===== config.mk =====
export PLATFORM = sky130hd
export DESIGN_NAME = stream_demux_1_to_n
export DESIGN_NICKNAME = d
export VERILOG_FILES = /design/src/rtl/stream_demux_pkg.sv /design/src/rtl/demux_out_slot.sv /design/src/rtl/stream_demux_1_to_n.sv
export SDC_FILE = /design/constraint.sdc
export NUM_CORES = 1
export LEC_CHECK = 0
export CAP_MARGIN = 20
export CORE_MARGIN = 2
export CORE_UTILIZATION = 61
export CTS_CLUSTER_DIAMETER = 200
export CTS_CLUSTER_SIZE = 14
export DETAILED_ROUTE_END_ITERATION = 7
export DONT_BUFFER_PORTS = 1
export MAX_ROUTING_LAYER = met4
export PLACE_DENSITY = 0.85
export SYNTH_ARGS = -nofsm -noshare
export SYNTH_HDL_FRONTEND = slang
export SYNTH_HIERARCHICAL = 1
export SYNTH_SLANG_ARGS = --single-unit
export TNS_END_PERCENT = 50

===== constraint.sdc =====
create_clock -name clk_i -period 2.3 [get_ports clk_i]
set_clock_uncertainty 0.2 [all_clocks]
set_input_delay 0.23 -clock clk_i [delete_from_list [all_inputs] [get_ports clk_i]]
set_output_delay 0.23 -clock clk_i [all_outputs]
set_load 0.02 [all_outputs]

===== src/rtl/stream_demux_pkg.sv =====
// Shared definitions for the registered 1-to-N stream demultiplexer.
//   DROP_CNT_W  : width of the saturating dropped-word counter
//   demux_mode_e: routing mode decoded from the broadcast input
//   ch_free     : a slot can take a new word when it is empty or draining now
package stream_demux_pkg;

  localparam int DROP_CNT_W = 8;

  typedef enum logic {MODE_UNICAST, MODE_BCAST} demux_mode_e;

  function automatic logic ch_free(input logic valid, input logic ready);
    return !valid || ready;
  endfunction

endpackage


===== src/rtl/demux_out_slot.sv =====
// One-deep output holding register for a single demux channel.
// Ports:
//   clk_i, rst_ni : clock, asynchronous active-low reset
//   load_i        : write data_i into the slot this cycle (only asserted when free_o)
//   data_i        : word to load
//   ready_i       : downstream ready for this channel
//   valid_o       : slot holds a word
//   data_o        : held word, stable while valid_o && !ready_i
//   free_o        : slot can accept a word this cycle (empty or draining)
// Handshake: a word leaves the slot on a rising edge where valid_o && ready_i;
// a load on that same edge replaces it and valid_o stays high.
module demux_out_slot
  import stream_demux_pkg::*;
#(
  parameter int DATA_W = 8
) (
  input  logic              clk_i,
  input  logic              rst_ni,
  input  logic              load_i,
  input  logic [DATA_W-1:0] data_i,
  input  logic              ready_i,
  output logic              valid_o,
  output logic [DATA_W-1:0] data_o,
  output logic              free_o
);

  logic              valid_q, valid_d;
  logic [DATA_W-1:0] data_q, data_d;

  assign free_o  = ch_free(valid_q, ready_i);
  assign valid_o = valid_q;
  assign data_o  = data_q;

  always_comb begin
    valid_d = valid_q;
    data_d  = data_q;
    if (load_i) begin
      valid_d = 1'b1;
      data_d  = data_i;
    end else if (valid_q && ready_i) begin
      valid_d = 1'b0;
    end
  end

  always_ff @(posedge clk_i or negedge rst_ni) begin
    if (!rst_ni) begin
      valid_q <= 1'b0;
      data_q  <= '0;
    end else begin
      valid_q <= valid_d;
      data_q  <= data_d;
    end
  end

endmodule


===== src/rtl/stream_demux_1_to_n.sv =====
// Registered 1-to-N stream demultiplexer with unicast and broadcast routing.
// Ports:
//   clk_i, rst_ni    : clock, asynchronous active-low reset
//   in_valid_i       : input word present
//   in_ready_o       : input word accepted when in_valid_i && in_ready_o
//   in_data_i        : payload
//   in_sel_i         : target channel for unicast
//   in_bcast_i       : send to every channel (in_sel_i ignored)
//   out_valid_o      : per-channel valid
//   out_ready_i      : per-channel ready
//   out_data_o       : channel k at [k*DATA_W +: DATA_W]
//   err_o            : one-cycle pulse after an out-of-range select is dropped
//   drop_cnt_o       : saturating count of dropped words
// Handshake: every transfer on either side happens on a rising edge where
// valid and ready are both 1. in_ready_o is combinational from the selected
// slots' free status, which includes their out_ready_i.
module stream_demux_1_to_n
  import stream_demux_pkg::*;
#(
  parameter int DATA_W = 8,
  parameter int N_CH   = 8,
  parameter int SEL_W  = $clog2(N_CH)
) (
  input  logic                   clk_i,
  input  logic                   rst_ni,
  input  logic                   in_valid_i,
  output logic                   in_ready_o,
  input  logic [DATA_W-1:0]      in_data_i,
  input  logic [SEL_W-1:0]       in_sel_i,
  input  logic                   in_bcast_i,
  output logic [N_CH-1:0]        out_valid_o,
  input  logic [N_CH-1:0]        out_ready_i,
  output logic [N_CH*DATA_W-1:0] out_data_o,
  output logic                   err_o,
  output logic [DROP_CNT_W-1:0]  drop_cnt_o
);

  // N_CH always fits in SEL_W+1 bits, so the range check needs one extra bit.
  localparam logic [SEL_W:0] N_CH_L = (SEL_W + 1)'(N_CH);

  demux_mode_e           mode;
  logic                  sel_in_range;
  logic [N_CH-1:0]       sel_hit;
  logic [N_CH-1:0]       free;
  logic [N_CH-1:0]       load;
  logic                  accept;
  logic                  drop;
  logic                  err_q, err_d;
  logic [DROP_CNT_W-1:0] drop_cnt_q, drop_cnt_d;

  assign mode         = in_bcast_i ? MODE_BCAST : MODE_UNICAST;
  assign sel_in_range = {1'b0, in_sel_i} < N_CH_L;

  // One-hot decode of the targeted slots; all slots in broadcast mode.
  always_comb begin
    sel_hit = '0;
    for (int k = 0; k < N_CH; k++) begin
      sel_hit[k] = (mode == MODE_BCAST) ||
                   (sel_in_range && ({1'b0, in_sel_i} == k[SEL_W:0]));
    end
  end

  // Broadcast waits until every slot is free so it is never partial.
  // An out-of-range unicast is always taken so it can be dropped.
  always_comb begin
    in_ready_o = 1'b1;
    if (mode == MODE_BCAST) begin
      in_ready_o = &free;
    end else if (sel_in_range) begin
      in_ready_o = |(sel_hit & free);
    end
  end

  assign accept = in_valid_i && in_ready_o;
  assign load   = accept ? sel_hit : '0;
  assign drop   = accept && (mode == MODE_UNICAST) && !sel_in_range;

  for (genvar k = 0; k < N_CH; k++) begin : g_slot
    demux_out_slot #(.DATA_W(DATA_W)) u_slot (
      .clk_i   (clk_i),
      .rst_ni  (rst_ni),
      .load_i  (load[k]),
      .data_i  (in_data_i),
      .ready_i (out_ready_i[k]),
      .valid_o (out_valid_o[k]),
      .data_o  (out_data_o[k*DATA_W +: DATA_W]),
      .free_o  (free[k])
    );
  end

  always_comb begin
    err_d      = drop;
    drop_cnt_d = drop_cnt_q;
    if (drop && (drop_cnt_q != {DROP_CNT_W{1'b1}})) begin
      drop_cnt_d = drop_cnt_q + 1'b1;
    end
  end

  always_ff @(posedge clk_i or negedge rst_ni) begin
    if (!rst_ni) begin
      err_q      <= 1'b0;
      drop_cnt_q <= '0;
    end else begin
      err_q      <= err_d;
      drop_cnt_q <= drop_cnt_d;
    end
  end

  assign err_o      = err_q;
  assign drop_cnt_o = drop_cnt_q;

endmodule


==> results of run 1 <==
[synth_stat cells, drive strengths merged]
| library cell | count | area (µm²) |
|---|---|---|
| a22oi | 1 | 12.5 |
| buf | 19 | 180 |
| clkbuf | 1 | 3.75 |
| conb | 1 | 3.75 |
| dfrtp | 72 | 1800 |
| inv | 2 | 7.50 |
| mux2 | 66 | 987 |
| mux2i | 1 | 10.0 |
| nand2 | 2 | 7.51 |
| nand2b | 19 | 119 |
| nand3b | 1 | 7.51 |
| nand4 | 2 | 12.5 |
| nor2 | 15 | 58.8 |
| nor3 | 5 | 25.0 |
| nor4 | 1 | 6.26 |
| o2111a | 1 | 12.5 |
| o21ai | 8 | 40.0 |
| o32a | 1 | 10.0 |
| o41ai | 1 | 8.76 |
[power groups by stage]
stage / clock (mW) / combinational [mW] / sequential [mW]
2_1_floorplan: 0 / 1.10 / 2.95
3_3_place_gp: 0 / 1.30 / 3.07
3_5_place_dp: 0 / 1.36 / 3.08
4_1_cts: 1.06 / 1.46 / 3.08
5_1_grt: 1.12 / 1.61 / 3.15
6_report: 1.05 / 1.51 / 3.08
[worst max path at each step]
stage                                               from                                     end  slack (ns)  cells past startpoint
floorplan           g_slot[5].u_slot/valid_o$_DFFE_PN0P_  g_slot[0].u_slot/data_o[0]$_DFFE_PN0P_        0.14                      7
CTS                 g_slot[1].u_slot/valid_o$_DFFE_PN0P_  g_slot[2].u_slot/data_o[1]$_DFFE_PN0P_       -0.03                      8
finish              g_slot[1].u_slot/valid_o$_DFFE_PN0P_  g_slot[7].u_slot/data_o[2]$_DFFE_PN0P_        0.04                      7
global route        g_slot[5].u_slot/valid_o$_DFFE_PN0P_  g_slot[3].u_slot/data_o[7]$_DFFE_PN0P_       -0.04                      9
detailed placement  g_slot[5].u_slot/valid_o$_DFFE_PN0P_  g_slot[7].u_slot/data_o[2]$_DFFE_PN0P_       -0.34                      7
global placement    g_slot[7].u_slot/valid_o$_DFFE_PN0P_  g_slot[6].u_slot/data_o[2]$_DFFE_PN0P_       -0.41                      7
[worst reg2reg max path, cell delays in order (launching register included)]
cell      delay (ns)
dfrtp_1         0.43
nand2b_4        0.11
inv_1           0.05
o32a_1          0.32
o2111a_2        0.20
buf_4           0.15
nor2_4          0.35
mux2_4          0.34
[sequential cells by signal, summed over array words and instances, names as in the netlist]
signal / flops
g_slot.u_slot/data_o: 64
g_slot.u_slot/valid_o: 8
[kinds of logic (layout without fill, tap and decap cells)]
family / after synthesis / in the layout / synth area share [%]
AOI/OAI and AO/OA: 12 / 12 / 2.53
buffers and inverters: 22 / 74 / 5.78
DFF: 72 / 72 / 54.4
muxes: 67 / 67 / 30.1
other: 1 / 9 / 0.113
and+or+nand+nor: 45 / 45 / 7.13
[timing repair]
action / in CTS / in global routing
endpoints found under the hold margin: 140 / 0
pin swaps: 2 / 6
endpoints found under the setup margin: 34 / 59
hold buffers: 14 / 0
gates resized for setup: 11 / 7
setup buffers: 2 / 7
[final cells by class]
cell class                      count  area, µm²  share of cell area [%]
Sequential cell                    72       1800                    44.8
Multi-Input combinational cell    133       1400                    34.9
Timing Repair Buffer               56        504                    12.5
Clock buffer                       11        151                    3.77
Tap cell                           70       87.6                    2.18
Clock inverter                      5       62.6                    1.56
Inverter                            2       7.51                   0.187
[layer usage]
metal,part of all wire (%),routed length (µm)
met1,43,3200
met2,48,3600
met5,0,0
met4,1.8,136
met3,7.5,565
[placed cells by master (no fill, tap or decap), types with 2 or more instances in the layout]
cell and instances:
buf_4 36, buf_6 5, clkbuf_8 11, clkinvlp_4 2, conb_1 9, dfrtp_1 72, dlygate4sd3_1 13, mux2_4 65
nand2_1 2, nand2b_1 18, nand4_1 2, nor2_1 6, nor2_2 5, nor2_4 4, nor3_1 4, o21ai_0 8
[metrics by stage]
step | area [µm²] | hold WS [ns] | utilization [%]
after floorplan | 3340 | -0.266 | -
after global placement | 3500 | -0.264 | 67.7
after detailed placement | 3510 | -0.264 | 67.9
after CTS | 3940 | 0.00621 | 76.1
after global routing | 4020 | 0.0326 | 77.7
final | 4020 | 0.0246 | 77.7
==> metrics.txt, run 1 <==
status complete, no violations; #FFs+latches synth approximately 70; Layout Cells excl Fill 349; fin crit share a little over nine tenths; Netlist cell types 23; Startpoint Class flip-flop; DIE AREA 0.00604 mm²; Max Slew Vio Count 0; area grow syn2layout 21.3%; WP data required ~2.3 ns; fin worst setup slack 0.0395 ns; root buffer cell clkbuf_8; Reg clk slew, reported paths ~0.08 ns; Gate power share a little over a quarter; Critical Path, Cell by Cell nand2b_4 -> inv_1 -> o32a_1 -> o2111a_2 -> buf_4 -> nor2_4 -> mux2_4; gr ovfl total 0; Max Freq about 0.44 GHz; crit path DAT 2.28 ns; NumNets Final just under 300; routability cong. 0.838; DRC violations left 0; layout cells sized above 1 about half; met1 usage around 34%; count of final hold-check violations 0; Setup CP Type flip-flop to flip-flop; min Tclk post-route about 2.3 ns; register area share after synthesis between 50% and 60%; met2 GRT Util between 40% and 50%; Hold Crit Class primary input to flip-flop; unrepaired setup endpoints after global routing yes; max cap viols 0; CTS tree done; Setup WS pre-CTS -0.339 ns; clock buffer count from CTS 9; R2R setup slack between 0.03 and 0.04 ns; Starting Density roughly 64%; Final ANT Viol Nets 0; P_leak approximately 1.9 nW; Die W approximately 80 µm; # placed instances 310; critical path's top delay family compound AO/OA/AOI/OAI gates; Max VDD drop between 0.0007 and 0.0008 V; total power around 5.6 mW; Net Sw Frac about two fifths; Cell Pwr Density roughly 1400 mW/mm²; routed len/inst 21.5 µm; final setup violation count 0; H-tree depth 3; Initial DRC Count approximately 140; vias per cell between 5 and 6; Min-Delay Endpoint g_slot[6].u_slot/valid_o$_DFFE_PN0P_; Buf+Inv Stages, Crit Path 2; Reg power frac between 50% and 60%; ant diodes 0; sw power around 2.2 mW; Worst path slowest cell dfrtp_1; CP peak stage delay about 0.43 ns; Synth Area per Inst 15.1 µm²; Cells on Worst Hold Path 3; HP Start out_ready_i[6]; antenna violations before repair 0; core area a little over 0.005 mm²; largest net degree at the start of global routing 73; cell-internal power roughly 3.4 mW; synthesized area roughly 0.0033 mm²; clk_lat worst skew 0.33 ns; Sink Count 72; DPL Wire Length 4810 µm; met3 Track Usage GR 6.98%; peak fanout along the critical path 9; # fillers between 200 and 300; Max clock buf depth 2; # IOs approximately 110; total wire length ~7500 µm; Vias between 1500 and 2000; TritonRoute pass-1 iters 4; Mapped Cells between 200 and 250; worst r2r src g_slot[1].u_slot/valid_o$_DFFE_PN0P_; DIE HEIGHT 77.7 µm; total negative setup slack 0 ns; GR Util All Layers between 20% and 30%; first-pass GRT wire length approximately 12000 µm; reg2reg path depth 7; port bufs 0; Critical Path End Type flip-flop; vias in the first global route between 2000 and 2500; Clk network pwr share 18.6%; Yosys warning count 6; Most Crowded Layer GR met2; worst reg2reg endpoint g_slot[7].u_slot/data_o[2]$_DFFE_PN0P_; num rows 26
Power figures use the tool's default switching activity.
==> inputs of run 2 (changes only) <==
--- a/config.mk
+++ b/config.mk
@@ -6,14 +6,15 @@
 export NUM_CORES = 1
 export LEC_CHECK = 0
 export CAP_MARGIN = 20
+export CORE_ASPECT_RATIO = 0.6
 export CORE_MARGIN = 2
-export CORE_UTILIZATION = 61
+export CORE_UTILIZATION = 55
 export CTS_CLUSTER_DIAMETER = 200
 export CTS_CLUSTER_SIZE = 14
 export DETAILED_ROUTE_END_ITERATION = 7
 export DONT_BUFFER_PORTS = 1
 export MAX_ROUTING_LAYER = met4
-export PLACE_DENSITY = 0.85
+export PLACE_DENSITY = 0.78
 export SYNTH_ARGS = -nofsm -noshare
 export SYNTH_HDL_FRONTEND = slang
 export SYNTH_HIERARCHICAL = 1
==> run 2 against run 1 <==
  * Sequential power barely moved
  * Die area rose by 11%
  * Core utilization fell by 6.8 points
  * Global-route usage fell by 2.4 points
  * Power rose by 3.1%
  * Largest cell class unchanged
==> metrics.txt, run 2 (synthesis results as in run 1) <==
# IOs 105 (unchanged); area grow syn2layout 22.0%; Max VDD drop 0.000813 V (+3.0%); Initial DRC Count 49 (-65%); clk_lat worst skew 0.33 ns (about the same); largest net degree at the start of global routing 73 (unchanged); worst reg2reg endpoint g_slot[6].u_slot/data_o[4]$_DFFE_PN0P_; Cells on Worst Hold Path 3 (unchanged); total power 5.81 mW (+3.1%); vias per cell 5.42 (-1.9%); DPL Wire Length 5070 µm (+5.5%); TritonRoute pass-1 iters 4 (unchanged); min Tclk post-route 2.25 ns (-0.0105 ns); count of final hold-check violations 0 (unchanged); met1 usage 30.7% (-2.9 points); Hold Crit Class primary input to flip-flop; CP peak stage delay 0.38 ns (-0.05 ns); Worst path most repeated cell buf_6; total wire length 7460 µm (-0.52%); Layout Cells excl Fill 354 (+1.4%); Vias 1919 (-0.52%); peak fanout along the critical path 5 (-4); DIE HEIGHT 64.1 µm (-17%); Reg clk slew, reported paths 0.07 ns (about the same); layout cells sized above 1 49.6% (+0.17 points); R2R setup slack 0.05 ns (about the same); Critical Path End Type flip-flop; port bufs 0 (unchanged); routed len/inst 21.1 µm (-1.9%); commonest non-fill, non-tap cell in the layout dfrtp_1; Setup CP Type flip-flop to flip-flop; # placed instances 322 (+3.9%); reg2reg path depth 8 (+1); ant diodes 0 (unchanged); worst r2r src g_slot[2].u_slot/valid_o$_DFFE_PN0P_; Worst path slowest cell dfrtp_1; Starting Density 58.1% (-5.9 points); gr ovfl total 0 (unchanged); DRC violations left 0 (unchanged); final core occ 70.9% (-6.8 points); Max clock buf depth 2 (unchanged); commonest cells after routing, fill and taps aside dfrtp_1, mux2_4, buf_4; Sink Count 72 (unchanged); max cap viols 0 (unchanged); num rows 21 (-19%); Die W 104 µm (+34%); fin crit share 97.8% (-0.46 points); H-tree depth 3 (unchanged); CTS tree done; routability cong. 0.765 (-8.8%); Final ANT Viol Nets 0 (unchanged); Max Slew Vio Count 0 (unchanged); Startpoint Class flip-flop; Min-Delay Endpoint g_slot[0].u_slot/valid_o$_DFFE_PN0P_; met2 GRT Util 35.3% (-5.3 points); Max Freq 0.444 GHz (+0.47%); WP data required 2.32 ns (about the same); clock buffer count from CTS 9 (unchanged); NumNets Final 292 (-1.7%); Critical Path, Cell by Cell nand2b_1 -> buf_6 -> o41ai_2 -> o2111a_2 -> buf_6 -> nor2_2 -> buf_4 -> mux2_4; HP Start out_ready_i[0]; GR Util All Layers 24.1% (-2.4 points); met3 Track Usage GR 11.0% (+4.0 points); Most Crowded Layer GR met2; antenna violations before repair 0 (unchanged); crit path DAT 2.27 ns (about the same); status complete, no violations; root buffer cell clkbuf_8; vias in the first global route 2047 (-1.7%); Cell Pwr Density 1440 mW/mm² (+2.5%); first-pass GRT wire length 11600 µm (+0.12%); final setup violation count 0 (unchanged); core area 0.00570 mm² (+10%); P_leak 1.90 nW (+0.21%); DIE AREA 0.00668 mm² (+11%); total negative setup slack 0 ns (unchanged); max reg flops 64 (unchanged)
==> run 2: changes by cell type in the layout (fill, tap and decap cells not counted), sizes merged <==
cell	previous run	this run
dlygate4sd3	13	11
clkbuf	11	10
clkinvlp	2	1
buf	43	40
bufinv	1	3
==> run 2: layout make-up <==
cell class / count / area (µm²)
clock inverter: 6 / 115
sequential: 72 / 1800
fill: 390 / 1660
clock buffer: 10 / 138
inverter: 2 / 7.51
tap: 80 / 100
timing repair buffer: 51 / 469
multi-input combinational: 133 / 1410
==> run 2: metrics by stage <==
stage | setup WS, ns | hold slack, ns | area, µm²
final | 0.0500 | 0.0148 | 4040
after global routing | -0.0290 | 0.0254 | 4040
after CTS | -0.0740 | 0.00512 | 3940
after detailed placement | -0.398 | -0.264 | 3530
after global placement | -0.439 | -0.264 | 3520
after floorplan | 0.137 | -0.266 | 3340
==> run 2: what timing repair did <==
item,4_1_cts,5_1_grt
buffers inserted,1,3
hold endpoints to repair,137,1
endpoints found under the setup margin,38,59
pin swaps,1,3
resized for setup,6,16
hold buffers,11,1
==> run 2: worst max-delay path by stage <==
stage,from,to,cells past startpoint
2_1_floorplan,g_slot[5].u_slot/valid_o$_DFFE_PN0P_,g_slot[0].u_slot/data_o[0]$_DFFE_PN0P_,7
3_3_place_gp,g_slot[1].u_slot/valid_o$_DFFE_PN0P_,g_slot[1].u_slot/data_o[4]$_DFFE_PN0P_,6
3_5_place_dp,g_slot[1].u_slot/valid_o$_DFFE_PN0P_,g_slot[2].u_slot/data_o[3]$_DFFE_PN0P_,7
4_1_cts,g_slot[1].u_slot/valid_o$_DFFE_PN0P_,g_slot[4].u_slot/data_o[0]$_DFFE_PN0P_,8
5_1_grt,g_slot[2].u_slot/valid_o$_DFFE_PN0P_,g_slot[6].u_slot/data_o[4]$_DFFE_PN0P_,9
6_report,g_slot[2].u_slot/valid_o$_DFFE_PN0P_,g_slot[6].u_slot/data_o[4]$_DFFE_PN0P_,8
==> run 2: worst max-delay path: cells and delay by family (launching register included) <==
family                 cells  cell delay [ns]
AO/OA/AOI/OAI              2             0.62
buffers and inverters      3             0.46
flip-flops                 1             0.38
multiplexers               1             0.30
AND/OR/NAND/NOR            2             0.17
==> run 2: power breakdown <==
part           switching [mW]  internal [mW]
Clock                   0.472          0.755
Combinational           0.475          0.996
Sequential               1.25           1.86
==> run 2: layer usage <==
metal / vias up / share of wire, %
met5: - / 0
met2: 83 / 46
li1: 833 / -
met4: 0 / 0.92
met3: 11 / 9.1
met1: 992 / 44
==> inputs of run 3 (changes only) <==
--- a/config.mk
+++ b/config.mk
@@ -5,7 +5,7 @@
 export SDC_FILE = /design/constraint.sdc
 export NUM_CORES = 1
 export LEC_CHECK = 0
-export CAP_MARGIN = 20
+export CAP_MARGIN = 0
 export CORE_ASPECT_RATIO = 0.6
 export CORE_MARGIN = 2
 export CORE_UTILIZATION = 55
@@ -15,6 +15,7 @@
 export DONT_BUFFER_PORTS = 1
 export MAX_ROUTING_LAYER = met4
 export PLACE_DENSITY = 0.78
+export SLEW_MARGIN = 20
 export SYNTH_ARGS = -nofsm -noshare
 export SYNTH_HDL_FRONTEND = slang
 export SYNTH_HIERARCHICAL = 1
==> run 3 against run 2 <==
  * Critical path depth decreased by 1
  * Combinational power about the same
  * Via count increased by 0.42%
  * First-iteration DRC count increased by 8.2%
  * Cell area decreased by 0.12%
  * Power decreased by 0.15%
  * Clock-buffer cell count decreased by 1
  * Highest routed layer unchanged
  * Sequential power about the same
  * Global-route usage about the same
  * Worst hold slack improved by 0.028 ns
  * Register-to-register slack got worse by 0.02 ns
  * Setup slack got worse by 0.020 ns
==> metrics.txt, run 3 (synthesis results as in run 1) <==
ant diodes 0 (unchanged); worst r2r src g_slot[1].u_slot/valid_o$_DFFE_PN0P_; fin crit share 98.7% (+0.87 points); clk_lat worst skew 0.34 ns (about the same); DIE HEIGHT 64.1 µm (unchanged); core area 0.00570 mm² (unchanged); commonest non-fill, non-tap cell in the layout dfrtp_1; DIE AREA 0.00668 mm² (unchanged); layout cells sized above 1 49.5% (-0.18 points); Layout Cells excl Fill 353 (-0.28%); WP data required 2.33 ns (about the same); Critical Path, Cell by Cell nand2b_4 -> inv_1 -> o32a_1 -> o2111a_2 -> buf_6 -> nor2_4 -> mux2_4; Hold Crit Class primary input to flip-flop; NumNets Final 291 (-0.34%); min Tclk post-route 2.27 ns (+0.0199 ns); placed inst area 0.00352 mm² (-0.25%); # IOs 105 (unchanged); DPL Wire Length 5010 µm (-1.2%); # fillers 394 (+1.0%); R2R setup slack 0.03 ns (-0.02 ns); max reg flops 64 (unchanged); Setup CP Type flip-flop to flip-flop; Critical Path End Type flip-flop; routed len/inst 21.5 µm (+1.9%); Reg clk slew, reported paths 0.07 ns (about the same); peak fanout along the critical path 9 (+4); num rows 21 (unchanged); Worst Hold Slack 0.0427 ns (+0.0279 ns); port bufs 0 (unchanged); CTS tree done; P_leak 1.89 nW (-0.58%); final setup violation count 0 (unchanged); Max clock buf depth 2 (unchanged); # placed instances 321 (-0.31%); status complete, no violations; unrepaired setup endpoints after global routing yes; Cell Pwr Density 1440 mW/mm² (about the same); reg2reg path depth 7 (-1); gr ovfl total 0 (unchanged); clock buffer count from CTS 9 (unchanged); CP peak stage delay 0.42 ns (+0.04 ns); Cells on Worst Hold Path 3 (unchanged); routability cong. 0.765 (unchanged); H-tree depth 3 (unchanged); Startpoint Class flip-flop; DRC violations left 0 (unchanged); root buffer cell clkbuf_8; Final ANT Viol Nets 0 (unchanged); TritonRoute pass-1 iters 4 (unchanged); Max VDD drop 0.000816 V (+0.41%); count of final hold-check violations 0 (unchanged); area grow syn2layout 21.8%; Max Freq 0.441 GHz (-0.88%); Initial DRC Count 53 (+8.2%); Worst path slowest cell dfrtp_1; vias in the first global route 1991 (-2.7%); HP Start out_ready_i[4]; GR Util All Layers 24.1% (about the same); largest net degree at the start of global routing 73 (unchanged); Final Instance Area 0.00404 mm² (-0.12%); total power 5.80 mW (-0.15%); Starting Density 58.1% (unchanged); first-pass GRT wire length 11600 µm (-0.17%); antenna violations before repair 0 (unchanged); total wire length 7590 µm (+1.6%); commonest cells after routing, fill and taps aside dfrtp_1, mux2_4, buf_4; Min-Delay Endpoint g_slot[4].u_slot/valid_o$_DFFE_PN0P_; Vias 1927 (+0.42%); max cap viols 0 (unchanged); crit path DAT 2.30 ns (+0.03 ns); worst reg2reg endpoint g_slot[1].u_slot/data_o[7]$_DFFE_PN0P_; Die W 104 µm (unchanged); Sink Count 72 (unchanged); vias per cell 5.46 (+0.70%); Max Slew Vio Count 0 (unchanged)
## run 3: cell types whose count changed in the layout (fill, tap and decap cells not counted), sizes merged
| cell | change |
|---|---|
| inv | -1 |
| clkbuf | -1 |
| buf | -1 |
| clkinv | +2 |
## run 3: per-stage QoR
stage	setup TNS, ns	utilization, %	setup WS [ns]
final	0	70.8	0.0301
after global routing	-0.832	70.8	-0.0829
after CTS	-1.84	69.2	-0.101
after detailed placement	-7.08	61.7	-0.357
after global placement	-8.10	61.7	-0.439
after floorplan	0	-	0.137
## run 3: where the power goes
part	internal (mW)	switching [mW]	total, mW
logic	0.994	0.493	1.49
clock network	0.722	0.478	1.20
registers	1.86	1.25	3.11
total	3.58	2.22	5.80
## run 3: worst max path at each step
stage | startpoint | end | slack (ns) | depth (start not counted)
final | g_slot[1].u_slot/valid_o$_DFFE_PN0P_ | g_slot[1].u_slot/data_o[7]$_DFFE_PN0P_ | 0.03 | 7
after CTS | g_slot[1].u_slot/valid_o$_DFFE_PN0P_ | g_slot[0].u_slot/data_o[1]$_DFFE_PN0P_ | -0.10 | 6
after floorplan | g_slot[5].u_slot/valid_o$_DFFE_PN0P_ | g_slot[0].u_slot/data_o[0]$_DFFE_PN0P_ | 0.14 | 7
after global routing | g_slot[6].u_slot/valid_o$_DFFE_PN0P_ | g_slot[3].u_slot/data_o[0]$_DFFE_PN0P_ | -0.08 | 8
after global placement | g_slot[1].u_slot/valid_o$_DFFE_PN0P_ | g_slot[1].u_slot/data_o[4]$_DFFE_PN0P_ | -0.44 | 6
after detailed placement | g_slot[1].u_slot/valid_o$_DFFE_PN0P_ | g_slot[2].u_slot/data_o[3]$_DFFE_PN0P_ | -0.36 | 6
## run 3: timing repair
item / 4_1_cts / 5_1_grt
endpoints found under the setup margin: 59 / 70
endpoints found under the hold margin: 138 / 0
resized for setup: 11 / 14
setup buffers: 1 / 3
hold buffers: 12 / 0
pin swaps: 1 / 4
## run 3: final cells by class
class                      instances  area (µm²)  area share [%]
sequential                        72        1800            44.6
multi-input combinational        133        1430            35.3
timing repair buffer              50         458            11.3
clock buffer                       9         124            3.07
clock inverter                     7         120            2.97
tap                               80         100            2.48
inverter                           2        7.51           0.186
## run 3: worst max-delay path, delay by kind of cell, from the launching register on
| family | cells | cell delay [ns] |
|---|---|---|
| flip-flops | 1 | 0.42 |
| buffers and inverters | 2 | 0.18 |
| multiplexers | 1 | 0.35 |
| AND/OR/NAND/NOR | 2 | 0.48 |
| AO/OA/AOI/OAI | 2 | 0.52 |
## run 3: per-layer routing
layer	wire [µm]	global-route usage, %
met5	0	-
met4	54	3.55
met3	682	11.7
met2	3460	36.2
met1	3390	30.5
